--- src/rtl/bcd_pkg.sv ---
// -----------------------------------------------------------------------------
// bcd_pkg
// Shared types, constants and helpers for the BCD countdown timer.
//   state_t    : controller state (IDLE / RUN)
//   BCD_MAX    : largest legal BCD digit
//   bcd_valid  : 1 when every nibble of a (zero-extended) vector is <= 9
// -----------------------------------------------------------------------------
package bcd_pkg;

  typedef enum logic {
    IDLE = 1'b0,
    RUN  = 1'b1
  } state_t;

  localparam logic [3:0] BCD_MAX = 4'd9;

  // Widest counter the validator handles. Narrower vectors are zero-extended
  // by the caller; a zero nibble is always legal, so extension is harmless.
  localparam int MAX_DIGITS = 16;
  localparam int BCD_VEC_W  = 4 * MAX_DIGITS;

  function automatic logic bcd_valid(input logic [BCD_VEC_W-1:0] v);
    logic ok;
    ok = 1'b1;
    for (int i = 0; i < MAX_DIGITS; i++) begin
      if (v[4*i +: 4] > BCD_MAX) ok = 1'b0;
    end
    return ok;
  endfunction

endpackage

--- src/rtl/bcd_countdown_if.sv ---
// -----------------------------------------------------------------------------
// bcd_countdown_if
// Control/status bundle of the BCD countdown timer.
//   load      : load request, sampled on posedge
//   load_val  : BCD start value, nibble 0 = ones digit
//   ena       : count tick enable
//   q         : current BCD count (registered)
//   running   : high while the timer is in RUN
//   done      : one-cycle pulse in the cycle q first reads zero after a count
//   load_err  : one-cycle pulse after a load with a non-BCD nibble
// master = the controlling logic, slave = the timer.
// -----------------------------------------------------------------------------
interface bcd_countdown_if #(
  parameter int DIGITS = 4
) ();

  logic                  load;
  logic [4*DIGITS-1:0]   load_val;
  logic                  ena;
  logic [4*DIGITS-1:0]   q;
  logic                  running;
  logic                  done;
  logic                  load_err;

  modport master (
    output load, load_val, ena,
    input  q, running, done, load_err
  );

  modport slave (
    input  load, load_val, ena,
    output q, running, done, load_err
  );

endinterface

--- src/rtl/bcd_down_digit.sv ---
// -----------------------------------------------------------------------------
// bcd_down_digit
// One decade of the countdown chain: counts 9..0, wrapping 0 -> 9 on a borrow.
//   clk, reset   : clock, synchronous active-high reset
//   load         : parallel load (takes priority over borrow_in)
//   load_digit   : value to load
//   borrow_in    : decrement this digit (all lower digits are at zero)
//   digit        : registered digit value, always 0..9 given legal loads
//   borrow_out   : borrow into the next higher digit (digit==0 and borrow_in)
// -----------------------------------------------------------------------------
module bcd_down_digit
  import bcd_pkg::*;
(
  input  logic       clk,
  input  logic       reset,
  input  logic       load,
  input  logic [3:0] load_digit,
  input  logic       borrow_in,
  output logic [3:0] digit,
  output logic       borrow_out
);

  // NOTE: state is written with <= so every register samples pre-edge values,
  // regardless of the order the simulator evaluates the chain of digits.
  always_ff @(posedge clk) begin
    if (reset) begin
      digit <= 4'd0;
    end else if (load) begin
      digit <= load_digit;
    end else if (borrow_in) begin
      digit <= (digit == 4'd0) ? BCD_MAX : digit - 4'd1;
    end
  end

  assign borrow_out = borrow_in && (digit == 4'd0);

endmodule

--- src/rtl/bcd_countdown.sv ---
// -----------------------------------------------------------------------------
// bcd_countdown
// Multi-digit BCD down-counter used as a programmable interval/timeout source.
// Loaded with a BCD value, decremented on ena ticks while running, pulses done
// when the count reaches zero and, with AUTO_RELOAD=1, restarts from the last
// loaded value on the tick after zero (period = reload+1 ticks).
//   Parameters: DIGITS (number of BCD digits, <= bcd_pkg::MAX_DIGITS),
//               AUTO_RELOAD (1 = reload after zero, 0 = stop at zero)
//   clk    : clock, all state updates on posedge
//   reset  : synchronous, active-high; overrides load and ena
//   bus    : bcd_countdown_if.slave (load/load_val/ena in,
//            q/running/done/load_err out, all outputs registered)
// Per-cycle priority: reset > load > ena decrement.
// -----------------------------------------------------------------------------
module bcd_countdown
  import bcd_pkg::*;
#(
  parameter int DIGITS      = 4,
  parameter bit AUTO_RELOAD = 1'b0
) (
  input  logic             clk,
  input  logic             reset,
  bcd_countdown_if.slave   bus
);

  localparam int W = 4 * DIGITS;
  localparam logic [W-1:0] ONE = W'(1);

  state_t         state_q, state_d;
  logic [W-1:0]   reload_q, reload_d;
  logic [W-1:0]   q_vec;
  logic [W-1:0]   digit_val;
  logic           digit_load;
  logic           dec_en;
  logic           load_ok;
  logic           q_one;
  logic           wrap;
  logic           done_q, done_d;
  logic           err_q, err_d;
  logic [DIGITS:0] borrow;

  // Any load request, accepted or rejected, swallows the ena of that cycle.
  assign dec_en    = (state_q == RUN) && bus.ena && !bus.load;
  assign load_ok   = bcd_valid(BCD_VEC_W'(bus.load_val));
  assign q_one     = (q_vec == ONE);
  assign borrow[0] = dec_en;

  // A borrow out of the top digit means a tick arrived while q was zero:
  // instead of wrapping to all nines, the chain is reloaded.
  assign wrap = borrow[DIGITS];

  for (genvar i = 0; i < DIGITS; i++) begin : g_digit
    bcd_down_digit u_digit (
      .clk        (clk),
      .reset      (reset),
      .load       (digit_load),
      .load_digit (digit_val[4*i +: 4]),
      .borrow_in  (borrow[i]),
      .digit      (q_vec[4*i +: 4]),
      .borrow_out (borrow[i+1])
    );
  end

  // NOTE: every signal driven here gets a default first, so no path through
  // the if/else tree can leave one unassigned and infer a latch.
  always_comb begin
    state_d    = state_q;
    reload_d   = reload_q;
    digit_load = 1'b0;
    digit_val  = bus.load_val;
    done_d     = 1'b0;
    err_d      = 1'b0;

    if (bus.load) begin
      if (load_ok) begin
        digit_load = 1'b1;
        reload_d   = bus.load_val;
        state_d    = (bus.load_val != '0) ? RUN : IDLE;
      end else begin
        err_d = 1'b1;
      end
    end else if (wrap) begin
      // Only reachable with auto-reload; the zero fallback keeps q legal
      // should the non-reloading variant ever get here.
      digit_load = 1'b1;
      digit_val  = AUTO_RELOAD ? reload_q : '0;
    end else if (dec_en && q_one) begin
      done_d = 1'b1;
      if (!AUTO_RELOAD) state_d = IDLE;
    end
  end

  // NOTE: the reload value is a plain register, not a memory, so it is reset
  // along with the rest of the state and a tick after zero is well defined.
  always_ff @(posedge clk) begin
    if (reset) begin
      state_q  <= IDLE;
      reload_q <= '0;
      done_q   <= 1'b0;
      err_q    <= 1'b0;
    end else begin
      state_q  <= state_d;
      reload_q <= reload_d;
      done_q   <= done_d;
      err_q    <= err_d;
    end
  end

  assign bus.q        = q_vec;
  assign bus.running  = (state_q == RUN);
  assign bus.done     = done_q;
  assign bus.load_err = err_q;

endmodule
--- src/flat_wrapper.sv ---
// flat-port wrapper written by rule: the top's interface ports become plain ports
module bcd_countdown_flat import bcd_pkg::*;
#(
  parameter int DIGITS      = 4,
  parameter bit AUTO_RELOAD = 1'b0
)
  (clk, reset, bus_load, bus_load_val, bus_ena, bus_q, bus_running, bus_done, bus_load_err);
  bcd_countdown_if #(.DIGITS(DIGITS)) bus_i ();
  input  logic clk;
  input  logic reset;
  input wire logic [$bits(bus_i.load)-1:0] bus_load;
  input wire logic [$bits(bus_i.load_val)-1:0] bus_load_val;
  input wire logic [$bits(bus_i.ena)-1:0] bus_ena;
  output wire logic [$bits(bus_i.q)-1:0] bus_q;
  output wire logic [$bits(bus_i.running)-1:0] bus_running;
  output wire logic [$bits(bus_i.done)-1:0] bus_done;
  output wire logic [$bits(bus_i.load_err)-1:0] bus_load_err;
  assign bus_i.load = bus_load;
  assign bus_i.load_val = bus_load_val;
  assign bus_i.ena = bus_ena;
  assign bus_q = bus_i.q;
  assign bus_running = bus_i.running;
  assign bus_done = bus_i.done;
  assign bus_load_err = bus_i.load_err;
  bcd_countdown #(.DIGITS(DIGITS), .AUTO_RELOAD(AUTO_RELOAD)) u_core (.clk(clk), .reset(reset), .bus(bus_i));
endmodule
--- config.mk ---
export PLATFORM = sky130hd
export DESIGN_NAME = bcd_countdown_flat
export DESIGN_NICKNAME = d
export VERILOG_FILES = /design/src/rtl/bcd_pkg.sv /design/src/rtl/bcd_countdown_if.sv /design/src/rtl/bcd_down_digit.sv /design/src/rtl/bcd_countdown.sv /design/src/flat_wrapper.sv
export SDC_FILE = /design/constraint.sdc
export NUM_CORES = 1
export LEC_CHECK = 0
export ABC_AREA = 1
export CAP_MARGIN = 20
export CORE_UTILIZATION = 52
export DETAILED_ROUTE_END_ITERATION = 8
export GPL_TIMING_DRIVEN = 0
export PLACE_DENSITY = 0.85
export SLEW_MARGIN = 20
export SYNTH_ARGS = -nofsm -noshare
export SYNTH_HDL_FRONTEND = slang
export SYNTH_SLANG_ARGS = --single-unit
--- constraint.sdc ---
create_clock -name clk -period 2.8 [get_ports clk]
set_input_delay 0.7 -clock clk [delete_from_list [all_inputs] [get_ports clk]]
set_output_delay 0.7 -clock clk [all_outputs]
set_load 0.05 [all_outputs]
Yosys cells after proc, flatten, opt, wreduce, memory -nomap -nowiden

Cells that the tools add are included.

Flip-flop bits (word level): 19
Input bits: 20
Output and inout bits: 19
Logic and storage cells: 68

$add $sub $neg: 4
Magnitude comparators: 4
Eq/ne operators: 3
Muxes and demuxes: 28
Bitwise logic cells: 1
Reductions and logical operators: 21

Operators with widths:

| operator            | number |
|---|---|
| $mux 4              | 12 |
| $mux 16             | 2 |
| $eq 16x1->1 const B | 1 |
| $gt 4x4->1 const B  | 4 |
| $logic_not 4->1     | 4 |
| $reduce_bool 16->1  | 1 |
| $sub 4x1->4 const B | 4 |
| $mux 1              | 14 |
| $reduce_bool 2->1   | 5 |
| $logic_and 1x1->1   | 7 |
| $reduce_and 3->1    | 1 |
| $reduce_or 3->1     | 1 |
| $ne 2x1->1 const B  | 1 |
| $ne 2x2->1 const B  | 1 |
| $reduce_or 2->1     | 1 |
| $logic_not 1->1     | 1 |
| $not 1->1           | 1 |

Logic depth before layout (Yosys ltp)

Depth in word-level cells: 9
Mapped depth: 11
Gate-level depth less buffers: 10

By module

A second synthesis with hierarchy kept.

Cells, all modules: 253
Area total of the unflattened synthesis: 1431.4 um^2

Modules (own cells, without submodules):

| module         | times used | cells each | area an instance (um^2) | seq. area each (um^2) |
|---|---|---|---|---|
| bcd_down_digit | 4          | 40         | 246.5                   | 80.1 |
| bcd_countdown  | 1          | 93         | 445.4                   | 60.1 |

Least setup slack after synthesis

OpenSTA, ideal clock, no wires.

Path kind: input -> register
Start point: in bus_load
End point: reg u_core.g_digit[3].u_digit.digit[2]
Setup time: 0.114 ns
Arrival time: 1.676 ns
Data required time: 2.686 ns
Setup slack: 1.010 ns
Stages on the path: 8
Path buffers: 1
Path through: buf_2 -> nor2_4 -> nand3_2 -> nor2_1 -> nand3_2 -> nand2_1 -> nand3_1 -> nor2b_1

Cells in the longest elaborated chain, start to end: 9
Elaborated cells on any way between the ends: 12
Those cells by class: 5 x mux; 7 x reduce/logical

RTL lines:

| item                                        | RTL line             | source |
|---|---|---|
| start, declared                             | flat_wrapper.sv:11   | `input wire logic [$bits(bus_i.load)-1:0] bus_load;` |
| $logic_not 1->1                             | bcd_countdown.sv:43  | `assign dec_en = (state_q == RUN) && bus.ena && !bus.load;` |
| $logic_and 1x1->1                           | bcd_countdown.sv:43  |  |
| $logic_and 1x1->1 (4 in a row)              | bcd_down_digit.sv:35 | `assign borrow_out = borrow_in && (digit == 4'd0);` |
| $mux 16 or $mux 1 (tied branches)           | bcd_countdown.sv:82  | `end else if (wrap) begin` |
| $mux 16 or $mux 1 (tied branches)           | bcd_countdown.sv:74  | `if (bus.load) begin` |
| $mux 4 or $reduce_bool 2->1 (tied branches) | --                   |  |
| end signal, assigned                        | bcd_down_digit.sv:29 | `digit <= load_digit;` |
| end signal, assigned                        | bcd_down_digit.sv:31 | `digit <= (digit == 4'd0) ? BCD_MAX : digit - 4'd1;` |
| end, declared                               | bcd_down_digit.sv:19 | `output logic [3:0] digit,` |

Several ways; a longest one is shown, not always the timed one.
A chain may end at the register's enable or synchronous reset.

Worst setup path after layout

Start point: reg u_core.g_digit[0].u_digit.digit[0]
End point: out bus_q[0]

RTL lines:

| item                   | RTL line             | source |
|---|---|---|
| start, declared        | bcd_down_digit.sv:19 |  |
| start signal, assigned | bcd_down_digit.sv:29 |  |
| start signal, assigned | bcd_down_digit.sv:31 |  |
| end, declared          | flat_wrapper.sv:14   | `output wire logic [$bits(bus_i.q)-1:0] bus_q;` |

No word-level cell between the ends.

==> summary.md <==
| Metric | Value |
|---|---|
| # DRC | 0 |
| Switch share | 40.0% |
| Crit path required time | 2100 ps |
| Worst hold path type | reg -> reg |
| Pint | 0.466 mW |
| CP arrival | 1640 ps |
| Critical Path Max Stage Delay | 850 ps |
| Slew @ Worst Pin | 511 ps |
| Maximum achievable frequency | 428 MHz |
| Hold_sp | u_core.bus.running$_SDFFE_PP0P_ |
| Clk pin slew, worst setup/hold paths | 110 ps |
| XOR/XNOR Fraction of Synth Area | 0.611% |
| Worst setup path class | reg -> out |
| # port buffers | 38 |
| Initial antenna violation count | 0 |
| Rel. slew slack | 65.9% |
| Post-synth EDFFs | 0 |
| Dpl cells | 292 |
| DRT Pass-1 Iters | 4 |
| Via density | 5.21 |
| CP Launch Type | flop |
| CTS tree | yes |
| WHS Path Cells | 2 |
| Switching power | 0.311 mW |
| Num ports | 39 |
| Most used DFF post-synth | dfxtp_1 |
| Synth area leaders | dfxtp_1, nand2_1, nor2_1, o21ai_0, inv_1 |
| Cell area power density | 414 mW/mm^2 |
| Tmin final | 2340 ps |
| N_diodes | 0 |
| Post-Synth Adder-Cell Area | 0% |
| Largest family of logic cells by synthesized area | simple AND/OR/NAND/NOR gates |
| Top post-synthesis cells by count | nand2_1, nor2_1, inv_1 |
| GR Util All Layers | 27.7% |
| Max clock buf depth | 2 |
| Synth Register Bits | 19 |
| Post-CTS Setup Repair Bufs | 0 |
| Worst Setup SP | u_core.g_digit[0].u_digit.digit[0]$_SDFFE_PP0P_ |
| Clock group share of total power | 18.0% |
| Area delta synth->final | 31.0% |
| Resized cells post-CTS | 0 |
| Clock skew | 8.10 ps |
| Number of global-route vias before repair | 1282 |
| RSZ-0062 raised after global routing | false |
| Delay-heaviest family, CP | buffers and inverters |
| Inserted Clock Buffers | 3 |
| Final HPWL from detailed placement | 2.80 mm |
| Starting Density | 56.3% |
| Post-synth ARST share | 0% |
| DR WL/cell | 11.9 microns |
| Distinct cell type count after synthesis | 29 |
| Full die area | 0.00297 sq mm |
| Synth top area share | 26.5% |
| Syn_nets | 244 |
| Critical Path Slowest Stage Cell | clkdlybuf4s50_1 |
| Slew Viols, Final | 0 |
| Cell Chain, Critical Path | clkdlybuf4s50_1 |
| Largest net degree at the start of global routing | 11 |
| CP Depth | 1 |
| Via Count | 1543 |
| Combinational share of power | 41.3% |
| Compound-cell area share of the yosys netlist | 14.8% |
| Sequential area share after synthesis | 26.5% |
| Post-synth top area cell | dfxtp_1 |
| Final-report hold violation count | 0 |
| Most common cell in the netlist | nand2_1 |
| Mux share of post-synthesis cell area | 0% |
| Worst path bufs/invs | 1 |
| WL final | 3.53 mm |
| Flop pwr share | 40.8% |
| Finished Layout Cells | 296 |
| Cell area after synthesis | 0.00143 sq mm |
| Final TNS setup | 0 ps |
| Leak pwr | 0.829 nW |
| Root Driver | clkbuf_4 |
| Row cnt | 18 |
| Post-Synth Simple-Gate Area | 47.5% |
| Clk_lat worst skew | 300 ps |
| Die H | 54.5 microns |
| Maxcap violations | 0 |
| Setup violations, final | 0 |
| Post-route ant nets | 0 |
| First-pass GRT wire length | 5.82 mm |
| Outcome | finished, final reports clean |
| Crit share post-route | 83.5% |
| Layout cell share with drive strength beyond 1 | 13.2% |
| GRT overflow | 0 |
| Chip Width | 54.5 microns |
| Average size of a mapped cell | 6.40 sq um |
| Final GP Congestion | 0.890 |
| Syn. warnings | 0 |
| R2R depth | 11 |
| Crit end category | primary output |
| Htree depth | 1 |
| CP max FO | 6 |
| Gate Count Post-Synth | 224 |
| Clk sink count | 19 |
| R2r startpoint | u_core.g_digit[0].u_digit.digit[2]$_SDFFE_PP0P_ |
| Hold_buf cts | 0 |
| Nets | 287 |
| Area of the core | 0.00254 sq mm |
| Initial drt markers | 58 |
| Max VDD drop | 0.000366 V |
## power by group through the flow
stage          sequential [mW]  combinational, mW  clock (mW)
2_1_floorplan            0.389              0.152           0
3_3_place_gp             0.322              0.317           0
3_5_place_dp             0.323              0.320           0
4_1_cts                  0.317              0.321       0.146
5_1_grt                  0.321              0.352       0.161
6_report                 0.317              0.321       0.140
## per-stage QoR
stage / cell area, sq um / total power [mW] / worst slack [ps] / hold WS (ps) / utilization, %
after floorplan: 1430 / 0.540 / 1010 / 710 / -
after global placement: 1850 / 0.639 / 367 / 509 / 72.8
after detailed placement: 1850 / 0.642 / 305 / 523 / 72.8
after CTS: 1880 / 0.784 / 461 / 542 / 73.8
after global routing: 1880 / 0.835 / 390 / 569 / 73.8
final: 1880 / 0.778 / 461 / 538 / 73.8
## flip-flops by register name, summed over array words and instances (netlist names)
register / count
u_core.bus.running: 1
u_core.bus.load_err: 1
u_core.bus.done: 1
u_core.g_digit.u_digit.digit: 16
## path summary, 6_finish.rpt
kind	end	slack (ps)
max	bus_q[0]	460
min	u_core.bus.running$_SDFFE_PP0P_	540
max reg2reg	u_core.g_digit[0].u_digit.digit[3]$_SDFFE_PP0P_	1140
min reg2reg	u_core.bus.running$_SDFFE_PP0P_	540
## placed cells by master, fill, tap and decap left out, types with 2 or more instances in the layout
| cell type | n |
|---|---|
| o21ai_0 | 20 |
| inv_2 | 2 |
| and2_1 | 2 |
| nor2_2 | 4 |
| clkdlybuf4s50_1 | 38 |
| buf_6 | 2 |
| nor2_1 | 30 |
| nand3_2 | 3 |
| a21oi_1 | 8 |
| clkbuf_1 | 2 |
| buf_2 | 3 |
| inv_1 | 25 |
| nor4_1 | 2 |
| nor2_4 | 6 |
| dfxtp_1 | 19 |
| nand3_1 | 10 |
| nor3_1 | 2 |
| nand2_1 | 42 |
| nand3b_1 | 2 |
| nand2_2 | 4 |
| clkbuf_4 | 3 |
| nand2_4 | 3 |
| o21ai_1 | 11 |
| nand4_1 | 15 |
| a21oi_2 | 2 |
## kinds of logic after synthesis
kind of cell           Yosys count
AND/OR/NAND/NOR                128
AO/OA/AOI/OAI                   41
buffers and inverters           35
flip-flops                      19
XOR/XNOR                         1
## layer usage
layer	track usage, %	share of wire [%]
met1	39.2	50
met2	41.9	43
met3	6.39	5.9
met4	6.41	0.99
met5	0	0
## area by class of cell
cell class                      instances  area, sq um
Clock buffer                            4         26.3
Inverter                               28          105
Sequential cell                        19          380
Buffer                                  7         46.3
Fill cell                             222          667
Tap cell                               30         37.5
Timing Repair Buffer                   38          380
Multi-Input combinational cell        170          902
(Power assumes the default switching activity.)
==> RTL change: new RTL, config.mk and constraints unchanged <==
Reset style: asynchronous (`reset`), changed in 2 clocked blocks. Comments in the files are not updated.
--- a/src/rtl/bcd_down_digit.sv
+++ b/src/rtl/bcd_down_digit.sv
@@ -24,3 +24,3 @@
   // regardless of the order the simulator evaluates the chain of digits.
-  always_ff @(posedge clk) begin
+  always_ff @(posedge clk or posedge reset) begin
     if (reset) begin
--- a/src/rtl/bcd_countdown.sv
+++ b/src/rtl/bcd_countdown.sv
@@ -94,3 +94,3 @@
   // along with the rest of the state and a tick after zero is well defined.
-  always_ff @(posedge clk) begin
+  always_ff @(posedge clk or posedge reset) begin
     if (reset) begin
Formal check against the unedited RTL: differs if reset is asserted again (counterexample within 4 cycles, from zero or initial values and one cycle with reset high); with reset held inactive, the same outputs for 10 cycles.
==> RTL change against the unedited design <==
Cell area fell by 0.47%. Die area fell by 0.59%. Sequential cell count did not move. Global-route usage fell by 0.61 points. Synthesized area fell by 0.61%. Setup slack improved by 0.037 ns. Count of clock-buffer cells in the layout did not move. Critical path depth did not move. Highest routed layer unchanged. Routed wire length rose by 2.3%.
Power is not compared: it rests on default switching activity, and its combinational part moved more than twofold at a synthesized area within 25%.
==> RTL change: results (changes against the unedited design) <==
detailed-router iteration count before antenna repair=4 (unchanged); share of post-route cells with drive strength above 1=9.434% (-3.7 points); combined flip-flop and latch cell area=475.5 sq um (+25%); number of clock buffers inserted by TritonCTS=3 (unchanged); fraction of area in registers=25.44% (+5.2 points); normalized max-slew margin=51.10% (-15 points); crit path max-delay cell type=sky130_fd_sc_hd__clkdlybuf4s50_1; post-synthesis async set-or-reset flop share=100.0% (+100 points); vias in the first global route=1362 (+6.2%); clock transition at the registers of the reported paths=between 0.1 and 0.15 ns; cell type taking the most area=multi-input gates; outcome=completed; half-perimeter wire length of the detailed placement result=2720 um (-2.9%); GR Util All Layers=27.08% (-0.61 points); fraction of standard cell area in multi-input logic=43.17% (-4.9 points); startpoint of the tightest hold check path=u_core.g_digit[3].u_digit.digit[2]; crit path launch=u_core.g_digit[0].u_digit.digit[0]; clock distribution area overhead in the final layout=1.406% (+0.0066 points); final layout net count=286 (-0.35%); placement-stage worst setup slack=0.4404 ns (+0.1355 ns); number of antenna violations at the first check in global routing=0 (unchanged); Non-clock buffers, area share=22.56% (-0.16 points); Post-CTS Hold Buffers=0 (unchanged); GR Overflow Total=0 (unchanged); Post-CTS Setup Bufs=0 (unchanged); Max Fanout on Critical Path=5 (-1); combined area of all synthesized cells=1425 sq um (-0.61%); Ys Warns=0 (unchanged); cell types with the highest counts after synthesis=sky130_fd_sc_hd__nand2_1, sky130_fd_sc_hd__nand3_1, sky130_fd_sc_hd__inv_1; average footprint of a synthesized cell=6.391 sq um (-0.17%); top area cells in the synthesized netlist=sky130_fd_sc_hd__dfrtp_1, sky130_fd_sc_hd__nand2_1, sky130_fd_sc_hd__nand3_1, sky130_fd_sc_hd__inv_1, sky130_fd_sc_hd__nor2_1; Avg Vias per Cell=5.298 (+1.6%); non-clock inverter count in the final layout=27 (-3.6%); Layout fillers=228 (+2.7%); IR drop worst, VDD=about 0.00095 V; Final Instance Count excl. Fillers=295 (-0.34%); sequential share of the synthesized area=33.36% (+6.8 points); nets in the synthesized netlist=243 (-0.41%); wire length of the first global-routing pass=5747 um (-1.3%); startpoint of the lowest-slack register-to-register path=u_core.g_digit[3].u_digit.digit[0]; input/output buffers=38 (unchanged); maximum count of clock buffers along a single path=2 (unchanged); number of flip-flops under the largest register name=16 (unchanged); number of non-clock buffers in the layout=44 (-2.2%); library cells used by synthesis=21 (-28%); pin count of the biggest net entering global routing=20 (+9); standard cell area after detailed placement=1843 sq um (-0.47%); RePlAce Congestion=0.8665 (-2.7%); Worst path max stage delay=~0.84 ns; clock sinks=19 (unchanged); wire length per cell=12.26 um (+2.7%); #MultiIn Comb=171 (+0.59%); register name with the most flops=u_core.g_digit.u_digit.digit; Iteration-0 DRC Markers=56 (-3.4%); Clock Skews=0.002859 ns (-0.005241 ns); data arrival time of the critical path=1.60 ns (-0.04 ns)
## RTL change: power by group
part | switching [mW] | internal, mW | total (mW)
registers | 0.145 | 0.382 | 0.528
logic | 0.788 | 0.427 | 1.22
clock network | 0.0945 | 0.0558 | 0.150
total | 1.03 | 0.865 | 1.89
## RTL change: worst reg2reg max path, stage by stage, from the launching register on
cell                      delay (ns)
sky130_fd_sc_hd__dfrtp_1        0.45
sky130_fd_sc_hd__nor2_2         0.19
sky130_fd_sc_hd__nand2_1        0.10
sky130_fd_sc_hd__nor2_1         0.26
sky130_fd_sc_hd__nand3_2        0.16
sky130_fd_sc_hd__buf_6          0.18
sky130_fd_sc_hd__nand3_1        0.08
sky130_fd_sc_hd__nand2_1        0.06
sky130_fd_sc_hd__nand2_1        0.06
sky130_fd_sc_hd__nand2_1        0.05
## RTL change: logic make-up after synthesis
kind of cell | Yosys count | share of synthesized area (%)
flops | 19 | 33.36
simple gates | 158 | 51.63
buf+inv | 33 | 10.01
xor+xnor | 1 | 0.6147
compound gates | 12 | 4.390
## RTL change: metal layers
metal | share of wire, % | wire [um] | track usage, %
met4 | 1.1 | 41 | 12.39
met5 | 0 | 0 | 0
met2 | 49 | 1779 | 43.90
met1 | 45 | 1617 | 35.78
met3 | 4.9 | 178 | 3.056
## RTL change: path summary, 6_finish.rpt
kind	end	cells after the start	slack [ns]
min in group asynchronous	u_core.g_digit[2].u_digit.digit[1]	2	0.79
max in group asynchronous	u_core.g_digit[0].u_digit.digit[2]	2	1.55
setup / recovery	bus_q[0]	1	0.50
setup reg to reg	u_core.g_digit[0].u_digit.digit[0]	9	1.13
hold / removal	u_core.g_digit[3].u_digit.digit[2]	2	0.54
hold reg to reg	u_core.g_digit[3].u_digit.digit[2]	2	0.54
